## config.mk

```make
export PLATFORM = sky130hd
export DESIGN_NAME = writeback_stage
export DESIGN_NICKNAME = d
export VERILOG_FILES = /design/src/rtl/cpu_types_pkg.sv /design/src/rtl/writeback_stage.sv
export SDC_FILE = /design/constraint.sdc
export NUM_CORES = 1
export LEC_CHECK = 0
export ABC_CLOCK_PERIOD_IN_PS = 3200
export CAP_MARGIN = 20
export CORE_MARGIN = 5
export CORE_UTILIZATION = 47
export DETAILED_ROUTE_END_ITERATION = 16
export PLACE_DENSITY = 0.8
export SLEW_MARGIN = 0
export SYNTH_ARGS = -nofsm -noshare
export SYNTH_HDL_FRONTEND = slang
export SYNTH_SLANG_ARGS = --single-unit
```

## constraint.sdc

```tcl
create_clock -name CLK -period 3.2 [get_ports CLK]
set_input_delay 0.96 -clock CLK [delete_from_list [all_inputs] [get_ports CLK]]
set_output_delay 0.96 -clock CLK [all_outputs]
set_load 0.005 [all_outputs]
```

## src/rtl/cpu_types_pkg.sv

```systemverilog
// rtl/cpu_types_pkg.sv - shared CPU types for the write-back stage
// Purpose: word/register types, the $ra index and the MEM/WB latch record.
// Ports: none (package).
package cpu_types_pkg;

  typedef logic [31:0] word_t;
  typedef logic [4:0]  regbits_t;

  localparam regbits_t REG_RA = 5'd31;

  // MEM/WB latch contents; the load-enable flag is consumed in MEM and not kept.
  typedef struct packed {
    logic  valid;
    logic  regwrite;
    logic  regdst;
    logic  jal;
    logic  memtoreg;
    logic  halt;
    word_t instr;
    word_t pc4;
    word_t alu;
    word_t ld;
  } wb_latch_t;

endpackage

```

## src/rtl/writeback_stage.sv

```systemverilog
// rtl/writeback_stage.sv - MEM/WB latch, write-back select, halt tracking and retire count
// Purpose: captures the memory-stage result, holds load data across dhit/ihit skew,
//   forms wb_wen/wb_wsel/wb_wdat for the register file, tracks HALT, counts retirements.
// Ports:
//   CLK, RST (sync, active-high)        clock / reset
//   ihit, dhit, flush                   advance strobe, data hit, bubble request
//   mem_valid, mem_instr, mem_pc4,      MEM-stage instruction and results
//   mem_alu, dload
//   mem_regwrite, mem_regdst, mem_jal,  MEM-stage controls
//   mem_dren, mem_memtoreg, mem_halt
//   wb_valid, wb_wen, wb_wsel, wb_wdat, latched instruction and register-file write
//   wb_instr, wb_halt, retired
// Option: WB_BYPASS_EN adds prev_wen/prev_wsel/prev_wdat (last committed write).
module writeback_stage
  import cpu_types_pkg::*;
#(
  parameter int CNT_W = 32
) (
  input  logic             CLK,
  input  logic             RST,
  input  logic             ihit,
  input  logic             dhit,
  input  logic             flush,
  input  logic             mem_valid,
  input  word_t            mem_instr,
  input  word_t            mem_pc4,
  input  word_t            mem_alu,
  input  word_t            dload,
  input  logic             mem_regwrite,
  input  logic             mem_regdst,
  input  logic             mem_jal,
  input  logic             mem_dren,
  input  logic             mem_memtoreg,
  input  logic             mem_halt,
`ifdef WB_BYPASS_EN
  output logic             prev_wen,
  output regbits_t         prev_wsel,
  output word_t            prev_wdat,
`endif
  output logic             wb_valid,
  output logic             wb_wen,
  output regbits_t         wb_wsel,
  output word_t            wb_wdat,
  output word_t            wb_instr,
  output logic             wb_halt,
  output logic [CNT_W-1:0] retired
);

  wb_latch_t lat;
  word_t     hold_dat;
  logic      hold_ok;
  logic      adv;
  word_t     ld_dat;

  // A load may complete (dhit) before the fetch does (ihit); hold_ok lets the
  // stage advance later using the captured data.
  assign adv    = ihit & ~wb_halt & (~mem_dren | dhit | hold_ok);
  assign ld_dat = dhit ? dload : hold_dat;

  always_ff @(posedge CLK) begin
    if (RST) begin
      lat      <= '0;
      hold_dat <= '0;
      hold_ok  <= 1'b0;
      wb_halt  <= 1'b0;
      retired  <= '0;
`ifdef WB_BYPASS_EN
      prev_wen  <= 1'b0;
      prev_wsel <= '0;
      prev_wdat <= '0;
`endif
    end else begin
      if (adv) begin
        hold_ok  <= 1'b0;
        hold_dat <= '0;
        if (flush | ~mem_valid) begin
          lat <= '0;
        end else begin
          lat.valid    <= 1'b1;
          lat.regwrite <= mem_regwrite;
          lat.regdst   <= mem_regdst;
          lat.jal      <= mem_jal;
          lat.memtoreg <= mem_memtoreg;
          lat.halt     <= mem_halt;
          lat.instr    <= mem_instr;
          lat.pc4      <= mem_pc4;
          lat.alu      <= mem_alu;
          lat.ld       <= ld_dat;
          if (retired != {CNT_W{1'b1}})
            retired <= retired + {{(CNT_W-1){1'b0}}, 1'b1};
        end
`ifdef WB_BYPASS_EN
        prev_wen  <= wb_wen;
        prev_wsel <= wb_wsel;
        prev_wdat <= wb_wdat;
`endif
      end else if (dhit & mem_dren) begin
        hold_dat <= dload;
        hold_ok  <= 1'b1;
      end
      if (lat.valid & lat.halt)
        wb_halt <= 1'b1;
    end
  end

  always_comb begin
    wb_wsel = lat.instr[20:16];
    wb_wdat = lat.alu;
    if (lat.jal)
      wb_wsel = REG_RA;
    else if (lat.regdst)
      wb_wsel = lat.instr[15:11];
    if (lat.jal)
      wb_wdat = lat.pc4;
    else if (lat.memtoreg)
      wb_wdat = lat.ld;
  end

  assign wb_wen   = lat.valid & lat.regwrite & (wb_wsel != 5'd0) & ~wb_halt;
  assign wb_valid = lat.valid;
  assign wb_instr = lat.instr;

endmodule
```

==> metrics.csv <==
metric,value,unit
DPL Wire Length,15800,um
die height,142,um
"Power, Total",5200,uW
Worst Setup Start Kind,flip-flop,
synthesized area,8130,um^2
CP Capture Type,primary output,
Final min period,3010,ps
vias per cell,5.43,
Fmax achieved,332,MHz
Clock Latency Late Sink,440,ps
CTS Buffer Depth,2,
Num CTS Buffers,17,
hold crit path type,flip-flop to flip-flop,
nets,1213,
"Req. time, crit path",2240,ps
top post-synthesis cells by area,"dfxtp_1 49%, a22o_1 11%, mux2i_1 7.9%, nand2_1 6.9%, o21ai_0 4.4%",
Placer Congestion,0.816,
row cnt,48,
vias in the first global route,6929,
final wirelength,22700,um
dpl cell area,10700,um^2
CTS H-tree lvls,4,
Register Area,4010,um^2
Die Wd,142,um
Iter 0 DRT Violations,382,
WS Path Type,flip-flop to primary output,
"Arr. time, crit path",2050,ps
I/O Buffers,243,
share of the synthesized area in the top cell type,49.2,%
share of cells above drive strength 1,7.10,%
part of the cycle the worst path needs,94.2,%
Final Instance Area,11300,um^2
largest net degree at the start of global routing,76,
setup_tns,0,ps
Finished Core Util,65.7,%
Worst Tran Pin Value,687,ps
Ports,244,
CTS tree,yes,
Vias,7113,
total clock sinks,200,
gr usage total,22.2,%
DRC,0,
first-pass GRT wire length,35900,um
drt wl/cell,17.3,um
setup violators final,0,
GR Overflow Total,0,
Synth cell types,34,
final hold slack,453,ps
Rel. slew slack,54.2,%
Gate Count Post-Synth,882,
post-synthesis net count,1023,
Max-Cap Viols,0,
Syn. warnings,0,
Initial Util,47.5,%
"Hold Violations, Final",0,
area of the multi-input gates,3620,um^2
register area share after synthesis,49.2,%
Pwr Density,462,nW/um^2
initial antenna violation count,1,
First-pass DRT Iterations,4,
"FF+latch count, synth",200,
crit path max fanout,15,
Die Area,20000,um^2
CTS Root Cell,clkbuf_16,
Post-CTS Setup Inserts,0,
ANT nets after route,0,
VDD IR-drop max,0.388,mV
RSZ-0062 raised after global routing,no,
cell taking the most area after synthesis,dfxtp_1,
Max Slew Vio Count,0,
Clock Skews,11.5,ps
LEAKAGE,0.00402,uW
"Hold-fix buffers, CTS",0,
syn_area_per_cell,9.22,um^2
core area,17100,um^2
Area Overhead vs Synth,38.3,%
outcome,completed,
fill count,1454,
"CTS clk-pin slew, worst paths",70,ps
[power breakdown]
part	switching [uW]	internal (uW)	total, uW
clock	1050	1120	2160
sequential	33.1	2540	2570
combinational	188	278	466
[what timing repair did]
item                                    CTS  global route
endpoints found under the setup margin    2             3
pin swaps                                 0             0
endpoints found under the hold margin     0             0
resized for setup                         1             2
[routing by layer]
layer | wire length, um | global-route usage (%) | up-vias
li1 | - | - | 3513
met1 | 10100 | 28.5 | 3383
met2 | 10700 | 36.3 | 193
met3 | 1420 | 5.90 | 24
met4 | 389 | 7.17 | 0
met5 | 0 | 0 | -
[sequential cells by signal (all words and copies together), names as in the netlist]
register / cells
lat: 101
hold_dat: 32
retired: 32
wb_instr: 32
hold_ok: 1
wb_halt: 1
wb_valid: 1
[layout make-up]
cell class / instances / area share, %
Sequential cell: 200 / 35.7
Timing Repair Buffer: 270 / 24.2
Multi-Input combinational cell: 576 / 32.2
Clock buffer: 18 / 3.81
Clock inverter: 14 / 1.40
Inverter: 7 / 0.234
Antenna cell: 1 / 0.0222
Tap cell: 225 / 2.50
[cell usage after synthesis]
master / count
nand4_2: 2
nor3_1: 7
xnor2_1: 2
nor4bb_1: 1
a22o_1: 101
nor3b_1: 5
buf_4: 32
o211ai_1: 1
a211o_1: 5
nand2b_1: 1
nor2_1: 24
dfxtp_1: 200
inv_1: 7
buf_2: 3
clkbuf_1: 61
mux2_2: 8
nand4_1: 7
a21oi_1: 55
and2_1: 1
or4_1: 14
nor2b_1: 12
a211oi_1: 1
o31ai_1: 13
mux2i_1: 64
o21ai_0: 72
nand2_1: 149
and3_1: 1
or3_1: 12
a31oi_1: 1
nand3_1: 8
nor4_1: 5
buf_1: 3
ha_1: 1
or2_2: 3
[metrics by stage]
step,std cells,setup WS [ps]
floorplan,882,381
global placement,1278,69.7
detailed placement,1278,27.5
CTS,1310,65.9
global route,1311,103
finish,1311,186
[logic make-up after synthesis]
| logic type | count (synthesis) | share of synthesized area [%] |
|---|---|---|
| fa+ha+maj | 1 | 0.154 |
| simple gates | 252 | 14.3 |
| mux | 72 | 8.98 |
| flops | 200 | 49.2 |
| xor+xnor | 2 | 0.215 |
| buf+inv | 106 | 6.41 |
| compound gates | 249 | 20.7 |
[worst paths after layout]
kind / slack (ps) / depth (start not counted) / start / to
worst max-delay path: 190 / 4 / lat[129] / wb_wdat[21]
worst min-delay path: 450 / 2 / hold_dat[0] / hold_dat[0]
worst max register to register: 730 / 5 / retired[15] / retired[30]
worst min register to register: 450 / 2 / hold_dat[0] / hold_dat[0]
[worst max-delay path: stages (launching register included)]
cell	delay, ps
dfxtp_4	550
buf_4	230
mux2i_1	270
o21ai_0	110
clkdlybuf4s50_1	450
[layout by cell type (no fill, tap or decap), types with 6 or more instances in the layout]
cell             instances
nor2b_1                 12
nand2_1                149
nand4_1                  7
buf_12                   7
mux2_2                   8
or3_1                   12
nand3_1                  8
mux2i_1                 64
nor2_1                  22
inv_8                    6
o21ai_0                 72
inv_1                    7
nor3_1                   7
clkbuf_16               17
dfxtp_1                197
buf_4                   20
a22o_1                 101
a21oi_1                 55
or4_1                   14
clkdlybuf4s50_1        242
o31ai_1                 13
Power figures use the tool's default switching activity.
